### config.mk
export PLATFORM = sky130hd
export DESIGN_NAME = plic_claim_agent_flat
export DESIGN_NICKNAME = d
export VERILOG_FILES = /design/src/rtl/plic_claim_agent_if.sv /design/src/rtl/plic_claim_agent.sv /design/src/flat_wrapper.sv
export SDC_FILE = /design/constraint.sdc
export NUM_CORES = 1
export LEC_CHECK = 0
export CAP_MARGIN = 20
export CORE_ASPECT_RATIO = 0.7
export CORE_UTILIZATION = 39
export CTS_CLUSTER_SIZE = 8
export DETAILED_ROUTE_END_ITERATION = 8
export PLACE_DENSITY = 0.88
export SLEW_MARGIN = 40
export SYNTH_ARGS = -nofsm -noshare
export SYNTH_HDL_FRONTEND = slang
export SYNTH_SLANG_ARGS = --single-unit
export TNS_END_PERCENT = 20
### constraint.sdc
create_clock -name clk_i -period 3.8 [get_ports clk_i]
set_input_delay 1.14 -clock clk_i [delete_from_list [all_inputs] [get_ports clk_i]]
set_output_delay 1.14 -clock clk_i [all_outputs]
set_load 0.02 [all_outputs]
### src/rtl/plic_claim_agent_if.sv
// APB4 initiator bus plus handler ID handshake for plic_claim_agent.
// master: agent side; slave: PLIC target and offload handler side.
interface plic_claim_agent_if #(
  parameter int IRQ_WIDTH = 5
);
  logic [31:0]          paddr;
  logic [2:0]           pprot;
  logic                 psel;
  logic                 penable;
  logic                 pwrite;
  logic [31:0]          pwdata;
  logic [3:0]           pstrb;
  logic                 pready;
  logic [31:0]          prdata;
  logic                 pslverr;
  logic [IRQ_WIDTH-1:0] id;
  logic                 id_valid;
  logic                 id_ready;
  logic                 done;

  modport master (
    output paddr, pprot, psel, penable,
    output pwrite, pwdata, pstrb,
    output id, id_valid,
    input  pready, prdata, pslverr,
    input  id_ready, done
  );

  modport slave (
    input  paddr, pprot, psel, penable,
    input  pwrite, pwdata, pstrb,
    input  id, id_valid,
    output pready, prdata, pslverr,
    output id_ready, done
  );
endinterface

### src/rtl/plic_claim_agent.sv
// Hardware PLIC claim/complete agent: claim ID over APB, dispatch, complete.
// Ports: clk_i, rst_i, en_i, irq_i, bus (APB + ID handshake), busy_o, err_o, cnt_o.
module plic_claim_agent #(
  parameter logic [31:0] BASE_ADDR = 32'h0000_0000,
  parameter int          IRQ_WIDTH = 5,
  parameter int          HOLDOFF   = 2
) (
  input  logic                clk_i,
  input  logic                rst_i,
  input  logic                en_i,
  input  logic                irq_i,
  plic_claim_agent_if.master  bus,
  output logic                busy_o,
  output logic                err_o,
  output logic [15:0]         cnt_o
);

  localparam logic [31:0] CC_ADDR = BASE_ADDR + 32'h24;
  localparam logic [3:0]  HOLD_LD = 4'(HOLDOFF);

  typedef enum logic [2:0] {
    IDLE, C_SETUP, C_ACCESS, DISPATCH,
    WAIT_DONE, W_SETUP, W_ACCESS, HOLD
  } state_t;

  state_t               r_state;
  state_t               w_next;
  logic [IRQ_WIDTH-1:0] r_id;
  logic                 r_err;
  logic [15:0]          r_cnt;
  logic [3:0]           r_hold;
  logic                 w_rd_done;
  logic                 w_wr_done;
  logic                 w_spur;
  logic [31:0]          w_wdata;

  assign w_rd_done = (r_state == C_ACCESS) && bus.pready;
  assign w_wr_done = (r_state == W_ACCESS) && bus.pready;
  assign w_spur    = (bus.prdata[IRQ_WIDTH-1:0] == '0);
  assign w_wdata   = {{(32-IRQ_WIDTH){1'b0}}, r_id};

  assign bus.id = r_id;
  assign bus.pprot = 3'b000;
  assign busy_o = (r_state != IDLE);
  assign err_o = r_err;
  assign cnt_o = r_cnt;

  always_ff @(posedge clk_i or posedge rst_i) begin
    if (rst_i) r_state <= IDLE;
    else       r_state <= w_next;
  end

  always_comb begin
    w_next       = r_state;
    bus.psel     = 1'b0;
    bus.penable  = 1'b0;
    bus.pwrite   = 1'b0;
    bus.paddr    = '0;
    bus.pwdata   = '0;
    bus.pstrb    = 4'h0;
    bus.id_valid = 1'b0;
    unique case (r_state)
      IDLE: begin
        if (en_i && irq_i && r_hold == '0)
          w_next = C_SETUP;
      end
      C_SETUP: begin
        bus.psel  = 1'b1;
        bus.paddr = CC_ADDR;
        w_next    = C_ACCESS;
      end
      C_ACCESS: begin
        bus.psel    = 1'b1;
        bus.penable = 1'b1;
        bus.paddr   = CC_ADDR;
        if (bus.pready) begin
          // error: drop the claim; ID 0: nothing pending
          if (bus.pslverr) w_next = IDLE;
          else if (w_spur) w_next = HOLD;
          else             w_next = DISPATCH;
        end
      end
      DISPATCH: begin
        bus.id_valid = 1'b1;
        if (bus.id_ready) w_next = WAIT_DONE;
      end
      WAIT_DONE: begin
        if (bus.done) w_next = W_SETUP;
      end
      W_SETUP: begin
        bus.psel   = 1'b1;
        bus.pwrite = 1'b1;
        bus.paddr  = CC_ADDR;
        bus.pwdata = w_wdata;
        bus.pstrb  = 4'hF;
        w_next     = W_ACCESS;
      end
      W_ACCESS: begin
        bus.psel    = 1'b1;
        bus.penable = 1'b1;
        bus.pwrite  = 1'b1;
        bus.paddr   = CC_ADDR;
        bus.pwdata  = w_wdata;
        bus.pstrb   = 4'hF;
        if (bus.pready) w_next = HOLD;
      end
      HOLD: begin
        if (r_hold == '0) w_next = IDLE;
      end
      default: w_next = IDLE;
    endcase
  end

  always_ff @(posedge clk_i or posedge rst_i) begin
    if (rst_i) begin
      r_id   <= '0;
      r_err  <= 1'b0;
      r_cnt  <= '0;
      r_hold <= '0;
    end else begin
      if ((w_rd_done || w_wr_done) && bus.pslverr)
        r_err <= 1'b1;
      if (w_rd_done && !bus.pslverr && !w_spur)
        r_id <= bus.prdata[IRQ_WIDTH-1:0];
      if (w_wr_done)
        r_cnt <= r_cnt + 16'd1;
      // holdoff lets the PLIC drop irq before re-sampling
      if (w_next == HOLD && r_state != HOLD)
        r_hold <= HOLD_LD;
      else if (r_state == HOLD && r_hold != '0)
        r_hold <= r_hold - 4'd1;
    end
  end

endmodule
### src/flat_wrapper.sv
// flat-port wrapper written by rule: the top's interface ports become plain ports
module plic_claim_agent_flat 
#(
  parameter logic [31:0] BASE_ADDR = 32'h0000_0000,
  parameter int          IRQ_WIDTH = 5,
  parameter int          HOLDOFF   = 2
)
  (clk_i, rst_i, en_i, irq_i, busy_o, err_o, cnt_o, bus_paddr, bus_pprot, bus_psel, bus_penable, bus_pwrite, bus_pwdata, bus_pstrb, bus_id, bus_id_valid, bus_pready, bus_prdata, bus_pslverr, bus_id_ready, bus_done);
  plic_claim_agent_if #(.IRQ_WIDTH(IRQ_WIDTH)) bus_i ();
  input  logic clk_i;
  input  logic rst_i;
  input  logic en_i;
  input  logic irq_i;
  output logic busy_o;
  output logic err_o;
  output logic [15:0] cnt_o;
  output wire logic [$bits(bus_i.paddr)-1:0] bus_paddr;
  output wire logic [$bits(bus_i.pprot)-1:0] bus_pprot;
  output wire logic [$bits(bus_i.psel)-1:0] bus_psel;
  output wire logic [$bits(bus_i.penable)-1:0] bus_penable;
  output wire logic [$bits(bus_i.pwrite)-1:0] bus_pwrite;
  output wire logic [$bits(bus_i.pwdata)-1:0] bus_pwdata;
  output wire logic [$bits(bus_i.pstrb)-1:0] bus_pstrb;
  output wire logic [$bits(bus_i.id)-1:0] bus_id;
  output wire logic [$bits(bus_i.id_valid)-1:0] bus_id_valid;
  input wire logic [$bits(bus_i.pready)-1:0] bus_pready;
  input wire logic [$bits(bus_i.prdata)-1:0] bus_prdata;
  input wire logic [$bits(bus_i.pslverr)-1:0] bus_pslverr;
  input wire logic [$bits(bus_i.id_ready)-1:0] bus_id_ready;
  input wire logic [$bits(bus_i.done)-1:0] bus_done;
  assign bus_paddr = bus_i.paddr;
  assign bus_pprot = bus_i.pprot;
  assign bus_psel = bus_i.psel;
  assign bus_penable = bus_i.penable;
  assign bus_pwrite = bus_i.pwrite;
  assign bus_pwdata = bus_i.pwdata;
  assign bus_pstrb = bus_i.pstrb;
  assign bus_id = bus_i.id;
  assign bus_id_valid = bus_i.id_valid;
  assign bus_i.pready = bus_pready;
  assign bus_i.prdata = bus_prdata;
  assign bus_i.pslverr = bus_pslverr;
  assign bus_i.id_ready = bus_id_ready;
  assign bus_i.done = bus_done;
  plic_claim_agent #(.BASE_ADDR(BASE_ADDR), .IRQ_WIDTH(IRQ_WIDTH), .HOLDOFF(HOLDOFF)) u_core (.clk_i(clk_i), .rst_i(rst_i), .en_i(en_i), .irq_i(irq_i), .bus(bus_i), .busy_o(busy_o), .err_o(err_o), .cnt_o(cnt_o));
endmodule
# == Word-level counts from Yosys, hierarchy flattened ==
# Cells that the tools add are included.
# totals
reg_bits,29
wordCells,55
output_inout_bits,98
# op_classes
n_addsub,2
n_reduce_logical,21
eq_ne,9
muxes,18
# ops
cell,count
3-bit two-way mux,8
3-bit one-hot mux with 8 select lines,1
16-bit by 1-bit adder with 16-bit output (second input constant),1
3-bit == test (second input constant),5
4-bit two-way mux,3
1-bit logical AND,9
3-bit by 2-bit == test with 1-bit output (second input constant),2
6-bit two-way mux,1
5-bit logical NOT,1
5-bit two-way mux,1
4-bit logical NOT,1
1-bit two-way mux,4
4-bit nonzero test,1
2-bit OR reduction,2
4-bit OR reduction,1
4-bit by 1-bit subtractor with 4-bit output (second input constant),1
3-bit by 1-bit == test with 1-bit output (second input constant),1
3-bit logical NOT,1
3-bit inequality test (second input constant),1
3-bit nonzero test,1
1-bit logical NOT,2
2-bit nonzero test,1
1-bit logical OR,1

# == Depth between registers and ports, before layout ==
# logic_depth
word_depth,8
mapped_depth,8

# == Least setup slack after synthesis ==
# OpenSTA, ideal clock, no wires.
# synth_timing
path_type,register to output
from,register u_core.r_state[0]
to,output bus_pwdata[0]
setup_slack_ns,0.961
stages_incl_launch_ff,7
t_arrival_ns,1.699
n_path_buf,1
required_time_ns,2.660
cell_sequence,dfrtp_1 -> inv_1 -> ha_1 -> buf_4 -> nor2_1 -> nor2_1 -> and2_1
# synth_between
elab_chain_cells,3
# synth_rtl
element,line,text
from (decl),plic_claim_agent.sv:26,state_t r_state;
from (signal assigned),plic_claim_agent.sv:50,else r_state <= w_next;
3-bit == test,plic_claim_agent.sv:62,unique case (r_state)
2-bit OR reduction (no source line) (*),n/a,
5-bit two-way mux (*),plic_claim_agent.sv:62,
to (decl),flat_wrapper.sv:22,output wire logic [$bits(bus_i.pwdata)-1:0] bus_pwdata;
# Mark *: on every way between the ends. The rest lies on a longest branch, timed or not.

# == Worst setup path after layout ==
# layout_timing
from,register u_core.r_state[1]
to,output bus_pwdata[4]
# The elaborated chain is that of the path after synthesis.

==> metrics <==
number of max-cap violations 0; HPWL reported at the end of detailed placement 3.075 mm; share of flip-flops with an asynchronous set or reset after synthesis 1.000; endpoint required time on the critical path 2660 ps; kind of critical path flop to primary output; Slew @ Worst Pin 571.2 ps; depth of the most critical reg-to-reg path 7; sort of element at the end of the critical path primary output; maximum number of pins on one net before global-route repair 30; clock insertion delay at the later pin of the skew report 280 ps; Worst Path Arrival 2340 ps; residual overflow from global routing 0; Max Clock Skew 2.089 ps; unrepaired setup endpoints after global routing false; antenna violations before repair 0; Placement Setup Slack 590.0 ps; number of global-route vias before repair 1324; headroom to the max-slew limit 0.6192; most frequent standard cell in the layout excluding fill and tap cells sky130_fd_sc_hd__conb_1; cell with the most instances on the worst path sky130_fd_sc_hd__nor2_1; Largest delay share family, worst path buffers and inverters; outcome finished, final reports clean; worst r2r dst u_core.r_hold[2]; total of flip-flops plus latches after synthesis 29; total number of vias 1451; IO Count 138; hold crit path type flop to flop; total leakage power 1.174 nW; cell area power density 253.9 nW/µm²; clock root buffer master sky130_fd_sc_hd__clkbuf_8; Routed wire per std cell 11.50 µm; number of instances in the synthesized netlist 219; number of buffers between clock root and the deepest sink 2; total power of the final layout 0.0006358 W; number of buffers created by CTS 5; crit path launch type flop; Reg2Reg Setup Slack 1520 ps; fmax 287.1 MHz; ratio of cells with drive above 1 in the final layout 0.07807; Post-synth EDFFs 0; routed vias/inst 4.293; Synth Cell Area 2100 µm²; die footprint 5685 µm²; std cell rows 21; Slew Limit Fails 0; leading cell types in the layout, fill and taps excluded sky130_fd_sc_hd__conb_1, sky130_fd_sc_hd__clkdlybuf4s50_1, sky130_fd_sc_hd__dfrtp_1, sky130_fd_sc_hd__nand2_1, sky130_fd_sc_hd__xnor2_1; count of unique library cells instantiated by Yosys 44; Clock H-tree levels 2; starting DRC count in detailed routing 57; worst r2r src u_core.r_state[1]; Final #Nets 316; sequential area share after synthesis 0.3456; core region area 4966 µm²; cells traversed along the worst timing path inv_1, ha_1, nor2_1, nor2_1, and2_1, clkdlybuf4s50_1; gpl congestion 0.8220; number of gates on the worst path with buffers counted 6; final worst path period share 0.9167; total of hold buffers inserted after clock tree synthesis 0; first-pass GRT wire length 6.237 mm; Antenna Nets Post-Route 0; mean cell area of the mapped netlist 9.587 µm²; final setup violation count 0; minimum clock period after layout 3483 ps; Port Buffers 50; count of buffering cells on the critical path with inverters included 2; crit path from u_core.r_state[1]; TritonCTS clock tree yes; Primary FF master, synth sky130_fd_sc_hd__dfrtp_1; maximum resistive drop on vdd 113.8 µV; Num Clock Sinks 29; worst-path maximum fanout 10; Post-Route Hold Slack 461.1 ps; Resized cells post-CTS 0; post-CTS setup repair buffer count 0; area growth from synthesis to final layout 19.25%; die height 63.39 µm; setup_tns 0 ps; total inserted antenna cells 0; starting density of the core 0.4228; Ys Warns 0; GRT Overall Usage 0.1458; highest-delay cell along the critical path sky130_fd_sc_hd__clkdlybuf4s50_1; Die Wd 89.70 µm; stage delay of the slowest cell on the critical path 600 ps; worst setup path endpoint bus_pwdata[4]; clock-pin slew reported for the worst setup and hold paths after clock tree synthesis 60 ps; total wirelength of the detailed-routed design 3.886 mm; Setup WS post-layout 316.6 ps; post-route DRC violation count 0; Hold Violations, Final 0; router iterations before antenna repair 4
logic make-up after synthesis:
family                   after synthesis  synth area share
other                                  1          0.001786
adder cells (fa/ha/maj)                7           0.04171
flip-flops                            29            0.3457
buffers and inverters                 78            0.2604
AO/OA/AOI/OAI                         26            0.1234
XOR/XNOR                              16           0.06674
AND/OR/NAND/NOR                       60            0.1502
multiplexers                           2           0.01013
state kept, by name (all words and copies together), names as in the netlist:
signal,flops
u_core.cnt_o,16
u_core.bus.id,5
u_core.r_hold,4
u_core.r_state,3
u_core.err_o,1
worst min path at each step:
stage	start	endpoint	slack (ps)	cells after the start
after floorplan	u_core.r_hold[1]	u_core.r_hold[1]	550	3
after global placement	u_core.err_o	u_core.err_o	450	1
after detailed placement	u_core.cnt_o[15]	u_core.cnt_o[15]	460	1
after CTS	u_core.cnt_o[15]	u_core.cnt_o[15]	470	1
after global routing	u_core.cnt_o[15]	u_core.cnt_o[15]	490	1
final	u_core.cnt_o[15]	u_core.cnt_o[15]	460	1
stage by stage:
stage | cells | utilization | instance area [µm²]
after floorplan | 278 | - | 2321
after global placement | 331 | 0.4868 | 2417
after detailed placement | 331 | 0.4868 | 2417
after CTS | 338 | 0.5042 | 2504
after global routing | 338 | 0.5042 | 2504
final | 338 | 0.5042 | 2504
power breakdown:
part	internal, W	switching (W)
sequential	0.000309	0
clock	0.000143	0.000107
combinational	0.0000125	0.0000642
synthesized netlist by cell type (2+ instances only):
cell type | number | area share
sky130_fd_sc_hd__buf_4 | 67 | 0.24
sky130_fd_sc_hd__dfrtp_1 | 29 | 0.35
sky130_fd_sc_hd__nand2_1 | 20 | 0.036
sky130_fd_sc_hd__xnor2_1 | 10 | 0.042
sky130_fd_sc_hd__inv_1 | 9 | 0.016
sky130_fd_sc_hd__nor2_1 | 8 | 0.014
sky130_fd_sc_hd__ha_1 | 7 | 0.042
sky130_fd_sc_hd__nand3_1 | 7 | 0.017
sky130_fd_sc_hd__and2_1 | 6 | 0.018
sky130_fd_sc_hd__xor2_1 | 6 | 0.025
sky130_fd_sc_hd__a21oi_1 | 5 | 0.012
sky130_fd_sc_hd__nand4_1 | 5 | 0.015
sky130_fd_sc_hd__a22o_1 | 3 | 0.013
sky130_fd_sc_hd__a31oi_1 | 2 | 0.0060
sky130_fd_sc_hd__and3_1 | 2 | 0.0060
sky130_fd_sc_hd__buf_2 | 2 | 0.0048
sky130_fd_sc_hd__nor2b_1 | 2 | 0.0060
sky130_fd_sc_hd__nor3_1 | 2 | 0.0048
sky130_fd_sc_hd__nor3b_1 | 2 | 0.0071
worst register-to-register path: stages (launching register included):
cell and delay (ps):
sky130_fd_sc_hd__dfrtp_1 490, sky130_fd_sc_hd__inv_1 110, sky130_fd_sc_hd__ha_1 300, sky130_fd_sc_hd__a2111o_1 470, sky130_fd_sc_hd__a31oi_1 260, sky130_fd_sc_hd__nand2_1 130, sky130_fd_sc_hd__a32oi_2 290, sky130_fd_sc_hd__a21oi_1 110
final cells by class:
type | count | area [µm²]
clock buffer | 7 | 86.33
timing repair buffer | 53 | 523.0
tap | 69 | 86.33
multi-input combinational | 171 | 1049
sequential | 29 | 725.7
fill | 461 | 2462
inverter | 9 | 33.78
metal layers:
metal,track usage,wire (µm),vias to the layer above
li1,-,-,720
met1,0.1928,1792,669
met2,0.2188,1719,59
met3,0.06160,344,3
met4,0.03571,30,0
met5,0,0,-
Power figures use the tool's default switching activity.
